--- src/rtl/fetch.sv ---
// KCP53K cpu2 instruction fetch stage. It owns the PC, runs one Wishbone-style read at a time
// and hands instructions to decode through a one-entry buffer.
module fetch #(
  parameter logic [63:0] RESET_PC = 64'hFFFF_FFFF_FFFF_FF00
) (
  input  logic        clk_i,
  input  logic        reset_i,
  output logic [63:0] iadr_o,
  output logic        icyc_o,
  output logic        istb_o,
  input  logic        iack_i,
  input  logic        ierr_i,
  input  logic [31:0] idat_i,
  input  logic        stall_i,
  input  logic        redirect_i,
  input  logic [63:0] redirect_pc_i,
  output logic [31:0] inst_o,
  output logic        inst_en_o,
  output logic [63:0] pc_o,
  output logic        fault_o
);

  typedef enum logic [1:0] {StFetch, StDiscard, StFault} state_t;

  state_t      r_state, w_state_d;
  logic [63:0] r_pc, w_pc_d;
  logic [63:0] r_adr, w_adr_d;
  logic [31:0] r_inst, w_inst_d;
  logic [63:0] r_pc_o, w_pc_o_d;
  logic        r_fault, w_fault_d;
  logic        r_inst_en, w_inst_en_d;

  logic w_free, w_xfer, w_stb, w_ack, w_err;

  always_comb begin
    w_xfer = r_inst_en && !stall_i;
    w_free = !r_inst_en || !stall_i;
    w_stb  = 1'b0;
    if (!reset_i) begin
      unique case (r_state)
        StFetch:   w_stb = w_free;
        StDiscard: w_stb = 1'b1;
        default:   w_stb = 1'b0;
      endcase
    end
    w_ack = w_stb && iack_i;
    w_err = w_stb && ierr_i && !iack_i;
  end

  assign istb_o    = w_stb;
  assign icyc_o    = w_stb;
  // In DISCARD the bus still addresses the abandoned fetch while r_pc already holds the target.
  assign iadr_o    = (r_state == StDiscard) ? r_adr : r_pc;
  assign inst_o    = r_inst;
  assign inst_en_o = r_inst_en;
  assign pc_o      = r_pc_o;
  assign fault_o   = r_fault;

  always_comb begin
    w_state_d   = r_state;
    w_pc_d      = r_pc;
    w_adr_d     = r_adr;
    w_inst_d    = r_inst;
    w_pc_o_d    = r_pc_o;
    w_fault_d   = r_fault;
    w_inst_en_d = r_inst_en && !w_xfer;
    if (redirect_i) begin
      w_pc_d      = redirect_pc_i & ~64'd3;
      w_inst_en_d = 1'b0;
      if (r_state == StFetch && w_stb && !w_ack && !w_err) begin
        w_state_d = StDiscard;
        w_adr_d   = r_pc;
      end else if (r_state == StDiscard && !w_ack && !w_err) begin
        w_state_d = StDiscard;
      end else begin
        w_state_d = StFetch;
      end
    end else begin
      unique case (r_state)
        StFetch: begin
          if (w_ack) begin
            w_inst_d    = idat_i;
            w_pc_o_d    = r_pc;
            w_fault_d   = 1'b0;
            w_inst_en_d = 1'b1;
            w_pc_d      = r_pc + 64'd4;
          end else if (w_err) begin
            w_inst_d    = 32'd0;
            w_pc_o_d    = r_pc;
            w_fault_d   = 1'b1;
            w_inst_en_d = 1'b1;
            w_state_d   = StFault;
          end
        end
        StDiscard: begin
          if (w_ack || w_err) w_state_d = StFetch;
        end
        default: ;
      endcase
    end
  end

  always_ff @(posedge clk_i) begin
    if (reset_i) begin
      r_state   <= StFetch;
      r_pc      <= RESET_PC;
      r_adr     <= RESET_PC;
      r_inst    <= 32'd0;
      r_pc_o    <= 64'd0;
      r_fault   <= 1'b0;
      r_inst_en <= 1'b0;
    end else begin
      r_state   <= w_state_d;
      r_pc      <= w_pc_d;
      r_adr     <= w_adr_d;
      r_inst    <= w_inst_d;
      r_pc_o    <= w_pc_o_d;
      r_fault   <= w_fault_d;
      r_inst_en <= w_inst_en_d;
    end
  end

endmodule

--- config.mk ---
export PLATFORM = sky130hd
export DESIGN_NAME = fetch
export DESIGN_NICKNAME = d
export VERILOG_FILES = /design/src/rtl/fetch.sv
export SDC_FILE = /design/constraint.sdc
export NUM_CORES = 1
export LEC_CHECK = 0
export CORE_ASPECT_RATIO = 1.1
export CORE_MARGIN = 8
export CORE_UTILIZATION = 38
export CTS_CLUSTER_SIZE = 16
export DETAILED_ROUTE_END_ITERATION = 7
export GPL_ROUTABILITY_DRIVEN = 0
export MAX_ROUTING_LAYER = met4
export PLACE_DENSITY_LB_ADDON = 0.12
export SLEW_MARGIN = 20
export SYNTH_ARGS = -nofsm -noshare
export SYNTH_HDL_FRONTEND = slang
export SYNTH_SLANG_ARGS = --single-unit
--- constraint.sdc ---
create_clock -name clk_i -period 3.75 [get_ports clk_i]
set_input_delay 0.5625 -clock clk_i [delete_from_list [all_inputs] [get_ports clk_i]]
set_output_delay 0.5625 -clock clk_i [all_outputs]
set_load 0.01 [all_outputs]
==> Word level (Yosys, flattened, before mapping) <==
Cells that the tools add are included.
{ "totals": {"latchBits": 0, "wordCells": 65, "reg_bits": 228, "n_memories": 0, "mem_bits_ro": 0, "ram_bits": 0} }
{ "classes": {"n_eq_ne": 4, "n_bitwise": 1, "muxes": 22, "n_mul": 0, "div_mod_pow": 0, "shifts": 0, "order_cmp": 0, "add_sub_neg": 1, "n_reduce_logical": 29} }
{ "ops": {"columns": ["operator", "n"], "rows": [
  ["2-to-1 mux 64 bit", 6],
  ["adder 64 x 3 -> 64 bit (second input constant)", 1],
  ["2-to-1 mux 32 bit", 2],
  ["logical AND 1 bit", 10],
  ["2-to-1 mux 1 bit", 8],
  ["2-to-1 mux 2 bit", 4],
  ["logical NOT 1 bit", 6],
  ["inequality test 3 bit (second input constant)", 2],
  ["AND reduction 2 bit", 3],
  ["nonzero test 2 bit", 3],
  ["one-hot mux 2 bit (2 select lines)", 1],
  ["AND reduction 4 bit", 1],
  ["inequality test 3 x 2 -> 1 bit (second input constant)", 1],
  ["AND reduction 3 bit", 1],
  ["nonzero test 3 bit", 1],
  ["equality test 2 x 1 -> 1 bit (second input constant)", 1],
  ["logical NOT 2 bit", 1],
  ["logical OR 1 bit", 2],
  ["one-hot mux 1 bit (2 select lines)", 1],
  ["OR reduction 2 bit", 1],
  ["inverter 1 bit", 1]
]} }

==> Logic depth before layout (Yosys ltp) <==
{ "logic_depth": {"depth_word": 11, "ltp_mapped": 9, "ltp_nobuf": 5} }

==> Least setup slack after synthesis <==
OpenSTA, ideal clock, no wires.
{ "synth_path": {"kind": "in2reg", "start": "input reset_i", "end": "register r_pc[56]", "n_path_buf": 1, "arrival_time_ps": 2454, "required_time_ps": 3676, "setup_slack_ps": 1222, "path_stages": 6, "cell_sequence": "clkbuf_1 -> nor4b_4 -> nand3_2 -> or4_4 -> or4_1 -> a31oi_1"} }
{ "synth_between": {"elab_chain_cells": 4} }
{ "synth_lines": {"columns": ["item", "line", "source"], "rows": [
  ["start: declaration", "7", "input logic reset_i,"],
  ["2-to-1 mux 1 bit", "39", "if (!reset_i) begin"],
  ["logical AND 1 bit", "46", "w_ack = w_stb && iack_i;"],
  ["nonzero test 2 bit (no source line)", null, null],
  ["AND reduction 2 bit (no source line)", null, null],
  ["end signal: assignment", "114", "r_pc <= w_pc_d;"],
  ["end: declaration", "26", "logic [63:0] r_pc, w_pc_d;"]
]} }
Parallel ways exist; a longest one is shown, timed or not.
A chain may end at the register's enable or synchronous reset.

==> Final worst setup path <==
{ "layout_path": {"start": "register r_state[0]", "end": "output iadr_o[40]"} }
{ "layout_between": {"elab_chain_cells": 2} }
{ "layout_lines": {"columns": ["item", "line", "source"], "rows": [
  ["start: declaration", "25", "state_t r_state, w_state_d;"],
  ["start signal: assignment", "105", "r_state <= StFetch;"],
  ["start signal: assignment", "113", "r_state <= w_state_d;"],
  ["equality test 2 x 1 -> 1 bit", "53", "assign iadr_o = (r_state == StDiscard) ? r_adr : r_pc;"],
  ["2-to-1 mux 64 bit", "53", null],
  ["end: declaration", "8", "output logic [63:0] iadr_o,"]
]} }
Every way passes these cells.

==> reports/metrics.yaml <==
status: "completed"
start_util_pct: 38.7
syn_to_final_growth_pct: 36.5
ir_worst_vdd_v: 0.000313
r2r-start: "r_state[1]$_SDFFE_PP0P_"
antenna_found_initial: 5
io_pins: 266
ys_async_sr_fraction_pct: 0
crit_fanout: 38
clk_pin_slew_ns: 0.06
synthDistinctLibCells: 48
fin_tns_setup_ns: 0
fmax_mhz: 304
ys_seq_area_share_pct: 43.8
ys.flop_type: "dfxtp_1"
p_sw_share_pct: 25.6
synth_top_area_share_pct: 43.8
path_cells: "nor2b_4 -> buf_4 -> mux2_2 -> clkdlybuf4s50_1"
period_needed_ns: 3.29
ant_nets: 0
cts-htree-levels: 1
tritoncts: "done"
ys_ff_latch: 222
final_common_cell: "clkdlybuf4s50_1"
power_frac_seq_pct: 42.8
post-route-util_pct: 52.8
wl_per_cell_um: 18.6
rsz0062_at_grt: "false"
cts-root-buf: "clkbuf_16"
power.internal_mw: 4.50
clockBufferDepth: 3
pwr-share-clk_pct: 42.2
worstReg2RegEnd: "r_adr[37]$_SDFFE_PP1P_"
dp.cells: 1716
cp.arrival_ns: 2.73
grt_pass1_wl_um: 51600
crit_path_start_kind: "register"
drt_iter0_drc: 458
synth-edff-count: 0
grt_max_degree: 157
overflow: 0
fp.dieArea_um2: 32200
hp-class: "register to register"
place_hpwl_um: 22400
drt_first_pass_iters: 6
synth_top_cell_by_area: "dfxtp_1"
fin_crit_sh_pct: 87.7
vias: 9212
p_leak_nw: 4.88
layout_common_cells: "clkdlybuf4s50_1 (257), dfxtp_1 (222), nand2_1 (221)"
layout-drive-gt1-share_pct: 9.65
fin_nets: 1494
ctsResizeCount: 0
setup_viol: 0
coreArea_um2: 26200
post_cts_buffers: 0
setup_ws_ns: 0.461
clock_sinks: 222
ys_top_cells_by_area: "dfxtp_1 (44%), nand2_1 (8.2%), mux2i_1 (6.8%)"
numCtsBuffers: 25
worstRegToRegCells: 5
hp-start: "pc_o[54]$_SDFFE_PP0P_"
drc: 0
worst_path_max_delay_cell: "dfxtp_1"
finalMaxSlewViolations: 0
io_buffers: 259
final_cells: 1766
p_switching_mw: 1.55
critical_path_class: "register to primary output"
die_h_um: 187
hold_path_end: "pc_o[54]$_SDFFE_PP0P_"
maxCapViolCount: 0
drt_wl_total_um: 32900
required_ns: 3.19
power_mw: 6.05
hold_viol: 0
synthCells: 1189
clk_latency_ns: 0.52
end_kind: "primary output"
synth_area_per_cell_um2: 8.54
hold_path_depth: 2
combPwrFrac_pct: 15.1
powerDensity_nw_per_um2: 437
max_stage_delay_ns: 0.55
tightestPinTransition_ns: 0.898
ys_warn_count: 0
fin_skew_ns: 0.00862
hold_buffers: 0
routed_via_density: 5.22
first_global_vias: 9238
rrSetupSlack_ns: 1.17
place_ws_ns: 0.659
die_w_um: 172
row_count: 62
maxSlewHeadroom_pct: 40.1
syn_area_um2: 10100
grt.total_usage_pct: 20.2
## flip-flops by register name (all words and copies together), names as in the netlist
name / cells
fault_o: 1
pc_o: 62
inst_o: 32
inst_en_o: 1
r_adr: 62
r_pc: 62
r_state: 2
## per-layer routing
metal / vias to the layer above / track usage (%) / share of wire, %
li1: 4601 / - / -
met1: 4357 / 24.5 / 44
met2: 226 / 33.1 / 47
met3: 28 / 5.45 / 7.2
met4: 0 / 4.08 / 1.2
met5: - / - / 0
## area by class of cell
| cell class | count | area [um2] |
|---|---|---|
| sequential | 222 | 4440 |
| fill | 2462 | 12400 |
| tap | 352 | 440 |
| multi-input combinational | 853 | 5280 |
| clock inverter | 12 | 163 |
| inverter | 7 | 26.3 |
| antenna | 5 | 12.5 |
| clock buffer | 33 | 686 |
| timing repair buffer | 282 | 2800 |
## worst max-delay path, delay by kind of cell, from the launching register on
family / cells / cell delay (ns)
mux: 1 / 0.40
buf+inv: 2 / 0.98
simple gates: 1 / 0.23
flops: 1 / 0.55
## cell usage after synthesis, types with 14 or more instances
cell type	n
a21oi_1	72
a22oi_1	32
and3_1	15
and4_1	19
clkbuf_1	90
dfxtp_1	222
mux2_2	58
mux2i_1	69
nand2_1	221
nand3_1	23
nand4_1	14
nor2_1	99
nor3_1	40
nor3b_1	18
nor4_1	23
xnor2_1	24
## power groups by stage
stage / Clock (mW) / Combinational [mW] / Sequential (mW)
global route: 2.71 / 0.995 / 2.60
global placement: 0 / 0.916 / 2.63
CTS: 2.62 / 0.927 / 2.58
finish: 2.55 / 0.912 / 2.59
floorplan: 0 / 0.477 / 2.62
detailed placement: 0 / 0.921 / 2.64
## metrics by stage
stage          cell area, um2  hold WS [ns]
6_report                13800         0.453
5_1_grt                 13800         0.470
4_1_cts                 13800         0.454
3_5_place_dp            13000         0.446
3_3_place_gp            13000         0.442
2_1_floorplan           10200         0.436
## how the worst max path moves through the flow
| stage | from | to | slack (ns) | cells past startpoint |
|---|---|---|---|---|
| global route | r_state[0]$_SDFFE_PP0P_ | iadr_o[63] | 0.29 | 4 |
| CTS | r_state[0]$_SDFFE_PP0P_ | iadr_o[63] | 0.42 | 4 |
| global placement | stall_i | r_adr[41]$_SDFFE_PP1P_ | 0.72 | 7 |
| detailed placement | stall_i | r_adr[35]$_SDFFE_PP1P_ | 0.66 | 7 |
| finish | r_state[0]$_SDFFE_PP0P_ | iadr_o[40] | 0.46 | 4 |
| floorplan | reset_i | r_pc[56]$_SDFFE_PP1P_ | 1.22 | 6 |
## cell families after synthesis
kind of cell	count (synthesis)	synth area share (%)
flops	222	43.8
other cells	1	0.0370
mux	127	13.2
simple gates	513	24.1
compound gates	184	12.0
buf+inv	117	4.65
fa+ha+maj	1	0.123
xor+xnor	24	2.07
Note: power is estimated with default switching activity, not from simulation.
